### config.mk
export PLATFORM = sky130hd
export DESIGN_NAME = diffeq_host_ctrl
export DESIGN_NICKNAME = d
export VERILOG_FILES = /design/src/rtl/diffeq_host_pkg.sv /design/src/rtl/diffeq_shadow_x.sv /design/src/rtl/diffeq_host_ctrl.sv
export SDC_FILE = /design/constraint.sdc
export NUM_CORES = 1
export LEC_CHECK = 0
export CORE_ASPECT_RATIO = 1.4
export CORE_UTILIZATION = 31
export CTS_CLUSTER_DIAMETER = 30
export DETAILED_ROUTE_END_ITERATION = 8
export PLACE_DENSITY = 0.69
export SLEW_MARGIN = 15
export SYNTH_ARGS = -nofsm -noshare
export SYNTH_HDL_FRONTEND = slang
export SYNTH_SLANG_ARGS = --single-unit
export TNS_END_PERCENT = 100
### constraint.sdc
create_clock -name clk -period 3.3 [get_ports clk]
set_input_delay 0.66 -clock clk [delete_from_list [all_inputs] [get_ports clk]]
set_output_delay 0.66 -clock clk [all_outputs]
set_load 0.01 [all_outputs]
### src/rtl/diffeq_host_pkg.sv
// Shared types and default sizes for the diffeq solver host controller.
package diffeq_host_pkg;

  localparam int unsigned DIFFEQ_W     = 32;
  localparam int unsigned ITER_W_DEF   = 16;
  localparam int unsigned MAX_ITER_DEF = 65535;

  // Controller phases around one solver job.
  typedef enum logic [2:0] {
    IDLE,
    LOAD,
    RUN,
    CAPTURE,
    RESULT
  } state_t;

endpackage

### src/rtl/diffeq_shadow_x.sv
// Shadow copy of the solver x-progression plus a saturating iteration counter.
// done_c is high once shadow_x is no longer below the limit.
module diffeq_shadow_x
  import diffeq_host_pkg::*;
#(
  parameter int unsigned WIDTH  = DIFFEQ_W,
  parameter int unsigned ITER_W = ITER_W_DEF
) (
  input  logic              clk,
  input  logic              reset,
  input  logic              load,
  input  logic              step,
  input  logic [WIDTH-1:0]  load_x,
  input  logic [WIDTH-1:0]  a,
  input  logic [WIDTH-1:0]  dx,
  output logic [ITER_W-1:0] iter,
  output logic              done_c
);

  localparam logic [ITER_W-1:0] ITER_MAX = {ITER_W{1'b1}};

  logic [WIDTH-1:0] shadow_x;

  // Loop exit condition, same unsigned compare the solver uses.
  assign done_c = !(shadow_x < a);

  // Track x and iteration count; the add wraps exactly like the solver.
  always_ff @(posedge clk or negedge reset) begin
    if (!reset) begin
      shadow_x <= '0;
      iter     <= '0;
    end else if (load) begin
      shadow_x <= load_x;
      iter     <= '0;
    end else if (step) begin
      shadow_x <= shadow_x + dx;
      if (iter != ITER_MAX) begin
        iter <= iter + ITER_W'(1);
      end
    end
  end

endmodule

### src/rtl/diffeq_host_ctrl.sv
// Host controller for the diffeq solver: takes one job at a time, drives the
// solver operands and reset, tracks its progress with a shadow x-progression
// and returns the captured outputs on a result stream.
// Optional macro DIFFEQ_HOST_TIMEOUT_EN: abort a job after MAX_ITER iterations
// and report it with res_err.
module diffeq_host_ctrl
  import diffeq_host_pkg::*;
#(
  parameter int unsigned WIDTH    = DIFFEQ_W,
  parameter int unsigned ITER_W   = ITER_W_DEF,
  parameter int unsigned MAX_ITER = MAX_ITER_DEF
) (
  input  logic              clk,
  input  logic              reset,
  // job stream
  input  logic              job_valid,
  output logic              job_ready,
  input  logic [WIDTH-1:0]  job_x,
  input  logic [WIDTH-1:0]  job_y,
  input  logic [WIDTH-1:0]  job_u,
  input  logic [WIDTH-1:0]  job_a,
  input  logic [WIDTH-1:0]  job_dx,
  // result stream
  output logic              res_valid,
  input  logic              res_ready,
  output logic [WIDTH-1:0]  res_x,
  output logic [WIDTH-1:0]  res_y,
  output logic [WIDTH-1:0]  res_u,
  output logic [ITER_W-1:0] res_iter,
  output logic              res_err,
  // solver port interface
  output logic              sv_reset,
  output logic [WIDTH-1:0]  sv_xin,
  output logic [WIDTH-1:0]  sv_yin,
  output logic [WIDTH-1:0]  sv_uin,
  output logic [WIDTH-1:0]  sv_a,
  output logic [WIDTH-1:0]  sv_dx,
  input  logic [WIDTH-1:0]  sv_xout,
  input  logic [WIDTH-1:0]  sv_yout,
  input  logic [WIDTH-1:0]  sv_uout
);

`ifdef DIFFEQ_HOST_TIMEOUT_EN
  localparam bit TIMEOUT_EN = 1'b1;
`else
  localparam bit TIMEOUT_EN = 1'b0;
`endif

  localparam logic [ITER_W-1:0] ITER_LIMIT = ITER_W'(MAX_ITER);

  state_t            state_q;
  state_t            state_d;
  logic              accept_c;
  logic              step_c;
  logic              capture_c;
  logic              expire_c;
  logic              done_c;
  logic              limit_hit_c;
  logic [ITER_W-1:0] iter;

  diffeq_shadow_x #(
    .WIDTH  (WIDTH),
    .ITER_W (ITER_W)
  ) u_shadow (
    .clk    (clk),
    .reset  (reset),
    .load   (accept_c),
    .step   (step_c),
    .load_x (job_x),
    .a      (sv_a),
    .dx     (sv_dx),
    .iter   (iter),
    .done_c (done_c)
  );

  // Iteration limit reached while the solver is still looping.
  assign limit_hit_c = TIMEOUT_EN && (iter == ITER_LIMIT);

  // State register.
  always_ff @(posedge clk or negedge reset) begin
    if (!reset) begin
      state_q <= IDLE;
    end else begin
      state_q <= state_d;
    end
  end

  // Next-state and per-cycle datapath strobes.
  always_comb begin
    state_d   = state_q;
    accept_c  = 1'b0;
    step_c    = 1'b0;
    capture_c = 1'b0;
    expire_c  = 1'b0;
    unique case (state_q)
      IDLE: begin
        if (job_valid) begin
          accept_c = 1'b1;
          state_d  = LOAD;
        end
      end
      LOAD: begin
        state_d = RUN;
      end
      RUN: begin
        if (done_c) begin
          state_d = CAPTURE;
        end else if (limit_hit_c) begin
          expire_c = 1'b1;
          state_d  = RESULT;
        end else begin
          step_c = 1'b1;
        end
      end
      CAPTURE: begin
        capture_c = 1'b1;
        state_d   = RESULT;
      end
      RESULT: begin
        if (res_ready) begin
          state_d = IDLE;
        end
      end
      default: begin
        state_d = IDLE;
      end
    endcase
  end

  // Job operand registers; held stable until the next acceptance.
  always_ff @(posedge clk or negedge reset) begin
    if (!reset) begin
      sv_xin <= '0;
      sv_yin <= '0;
      sv_uin <= '0;
      sv_a   <= '0;
      sv_dx  <= '0;
    end else if (accept_c) begin
      sv_xin <= job_x;
      sv_yin <= job_y;
      sv_uin <= job_u;
      sv_a   <= job_a;
      sv_dx  <= job_dx;
    end
  end

  // Result capture: solver outputs on normal exit, zeros plus error on expiry.
  always_ff @(posedge clk or negedge reset) begin
    if (!reset) begin
      res_x    <= '0;
      res_y    <= '0;
      res_u    <= '0;
      res_iter <= '0;
      res_err  <= 1'b0;
    end else if (capture_c) begin
      res_x    <= sv_xout;
      res_y    <= sv_yout;
      res_u    <= sv_uout;
      res_iter <= iter;
      res_err  <= 1'b0;
    end else if (expire_c) begin
      res_x    <= '0;
      res_y    <= '0;
      res_u    <= '0;
      res_iter <= ITER_LIMIT;
      res_err  <= 1'b1;
    end
  end

  // Handshake and solver reset decoded from the upcoming state.
  always_ff @(posedge clk or negedge reset) begin
    if (!reset) begin
      job_ready <= 1'b1;
      res_valid <= 1'b0;
      sv_reset  <= 1'b1;
    end else begin
      job_ready <= (state_d == IDLE);
      res_valid <= (state_d == RESULT);
      sv_reset  <= (state_d == IDLE) || (state_d == CAPTURE) || (state_d == RESULT);
    end
  end

endmodule

==> impl_metrics.yaml <==
status:
  outcome: "complete, no violations"
cts:
  ctsHoldBuffers: 0
  ctsRootBufferMaster: "clkbuf_16"
  cts_num_sinks: 326
  clk_path_buf_depth: 3
  clkSlewWorstSetupHoldPaths_ns: 0.06
  post_cts_resize_count: 0
  cts_inserted_buffers: 67
  cts-htree-levels: 3
  cts_post_setup_buffers_inserted: 0
  cts_tree: "yes"
  insertion_delay_to_the_later_sink_of_the_worst_skew_pair_ns: 0.57
floorplanning:
  design.die.area_um2: 48400
  effective_utilization_at_floorplan_pct: 31.4
  die_height_um: 260
  core_area_um2: 46900
  rows: 94
  die_width_um: 186
  floorplan.io_pins: 536
detailed_routing:
  drt_iter0_markers: 598
  routed_antenna_nets: 0
  num_vias: 12800
  wire_per_inst_um: 18.5
  avgViaCountPerCell: 4.76
  detailedRoute.firstPassIterationCount: 5
  drcViolationCount: 0
  postRouteWirelength_mm: 50.0
power_and_ir_drop:
  p_leak_nw: 10.6
  netSwitchingPower_mw: 9.81
  power.share.combinational_pct: 46.5
  clk_pwr_share_pct: 26.4
  p_seq_share_pct: 27.1
  vdd_drop_max_mv: 0.761
  power.switching_fraction_pct: 37.1
  cell_internal_pwr_mw: 16.6
  p_per_area_nw_per_um2: 1130
synth:
  synth.ff_latch_count: 326
  synth_seq_area_share_pct: 55.4
  synth-edff-count: 0
  synthCells: 1449
  synth-async-reset-ratio_pct: 100
  synth.avg_cell_area_um2: 10.2
  ys.warnings.count: 0
  mapped_cell_area_um2: 14700
  synth_nets: 1773
  ys.flop_type: "dfrtp_1"
  post_synth_cell_types: 66
hold_path:
  type_of_the_most_critical_hold_path: "in2async"
placement:
  place_congestion: 0.872
  placement.setup.worst_slack_ns: 0.282
  hpwlAfterDp_mm: 36.8
  dp.cells: 2573
  port_buffers: 534
  placed_area_um2: 20900
cells_and_area:
  layout.cells.most_common: "clkdlybuf4s50_1"
  final_area_um2: 23300
  multi_input_comb_area_um2: 6140
  fin_cells: 2696
  area.sequential_um2: 8160
  post-route-util_pct: 49.6
  final_cell_mix: "clkdlybuf4s50_1 (533), nand2_1 (457), dfrtp_1 (324), mux2_2 (109), o21ai_0 (74)"
  post_route_cells_drive_above_1_share_pct: 13.1
  num-nets-final: 2342
  fillers: 4215
  area_growth_pct: 58.1
critical_path:
  critical_path_arrival_ns: 3.40
  startpoint_type: "flop"
  crit_path_max_fanout: 24
  timing.critical_path.to_type: "flop"
  worst-endpoint-required_ns: 3.71
  timing_worst_setup_path_type: "reg2reg"
sta:
  hold_viol_final: 0
  final.setup.tns_ns: 0
  setup_slack_ns: 0.310
  clock.fmax_mhz: 334
  timing.final.crit_share_pct: 90.6
  timing.final.crit_period_ns: 2.99
  slew-limit-headroom_pct: 42.5
  rsz0062_at_grt: "false"
  setup-violations-final: 0
  finalClockSkew_ns: 0.0184
  worstMarginPinSlew_ns: 0.863
  timing.final.max_slew_violations: 0
flow_run:
  maxCapViolations: 0
global_routing:
  grt_pass1_wl_mm: 77.1
  grt_util_all_layers_pct: 20.7
  first_global_vias: 14000
  grt_overflow: 0
  initial_antenna_violation_count: 1
  pin_count_of_the_biggest_net_entering_global_routing: 157
## cells by family after synthesis
| group | synth area share, % |
|---|---|
| AOI/OAI and AO/OA | 8.77 |
| muxes | 8.74 |
| and+or+nand+nor | 16.5 |
| buffers and inverters | 2.96 |
| xor gates and xnor gates | 2.14 |
| other | 0.0255 |
| DFF | 55.4 |
| adders and majority gates | 5.49 |
## per-stage QoR
stage / power [mW] / hold WS, ns
after floorplan: 13.5 / 0.364
after global placement: 19.2 / 0.458
after detailed placement: 19.5 / 0.461
after CTS: 26.7 / 0.0729
after global routing: 28.2 / 0.103
final: 26.4 / 0.0788
## per-layer routing
metal	GRT usage, %	share of wire [%]
met5	0	0
met4	9.40	3.5
met3	6.08	7.4
met2	36.7	52
met1	22.7	37
## path summary, 6_finish.rpt
check	cells past startpoint	slack (ns)	start	endpoint
max in group asynchronous	2	2.24	reset	res_u[18]$_DFFE_PN0N_
min in group clk	2	0.47	sv_uin[18]$_DFFE_PN0P_	sv_uin[18]$_DFFE_PN0P_
max	11	0.31	u_shadow.shadow_x[10]$_DFFE_PN0P_	u_shadow.shadow_x[11]$_DFFE_PN0P_
min reg2reg	2	0.47	sv_uin[18]$_DFFE_PN0P_	sv_uin[18]$_DFFE_PN0P_
min	1	0.08	reset	res_y[15]$_DFFE_PN0N_
max reg2reg	11	0.31	u_shadow.shadow_x[10]$_DFFE_PN0P_	u_shadow.shadow_x[11]$_DFFE_PN0P_
## cells in the mapped netlist, types with 4 or more instances
| master | number | share of area (%) |
|---|---|---|
| a211oi_1 | 9 | 0.46 |
| a21oi_1 | 62 | 2.1 |
| a21o_1 | 16 | 0.82 |
| or3_1 | 5 | 0.21 |
| and2_1 | 4 | 0.17 |
| dfrtp_1 | 324 | 55 |
| nand3b_1 | 4 | 0.20 |
| o211ai_1 | 5 | 0.25 |
| mux2_2 | 109 | 8.3 |
| nor3_2 | 4 | 0.27 |
| o21ai_0 | 74 | 2.5 |
| a31oi_1 | 8 | 0.34 |
| inv_1 | 40 | 1.0 |
| nor2b_1 | 5 | 0.21 |
| ha_1 | 63 | 5.4 |
| nand2_1 | 457 | 12 |
| nand3_1 | 22 | 0.75 |
| xor2_1 | 14 | 0.83 |
| clkbuf_1 | 56 | 1.4 |
| and3_1 | 9 | 0.38 |
| mux2i_1 | 6 | 0.41 |
| nor3_1 | 10 | 0.34 |
| o21ai_1 | 11 | 0.37 |
| nand4_1 | 6 | 0.25 |
| nand2b_1 | 9 | 0.38 |
| nor2_1 | 44 | 1.1 |
| xnor2_1 | 22 | 1.3 |
## registers in the layout (all words and copies together) (netlist names)
name	cells
u_shadow.iter	16
res_u	32
sv_xin	32
state_q	3
res_iter	16
u_shadow.shadow_x	32
res_y	32
job_ready	1
sv_a	32
res_valid	1
sv_uin	32
sv_dx	32
sv_reset	1
sv_yin	32
res_x	32
## critical path: stages, from the launching register on
cell      delay [ns]
dfrtp_1         0.41
ha_1            0.31
nand4_1         0.15
or4_1           0.54
o22a_1          0.20
a21oi_1         0.26
o221ai_4        0.22
nand2_2         0.13
buf_4           0.29
nor2_1          0.09
a21oi_1         0.13
a21oi_1         0.08
## power by group through the flow
stage	Sequential [mW]	Clock (mW)	Combinational (mW)
2_1_floorplan	7.63	0	5.90
3_5_place_dp	7.19	0	12.3
4_1_cts	7.18	7.14	12.4
6_report	7.16	6.98	12.3
3_3_place_gp	7.08	0	12.1
5_1_grt	7.38	7.34	13.5
## cell type report
class	count	area share, %
Sequential cell	326	35.0
Multi-Input combinational cell	1019	26.4
Timing Repair Buffer	564	24.5
Antenna cell	1	0.0107
Inverter	40	0.645
Clock buffer	77	7.49
Tap cell	624	3.35
Clock inverter	45	2.57
Note: power is estimated with default switching activity, not from simulation.
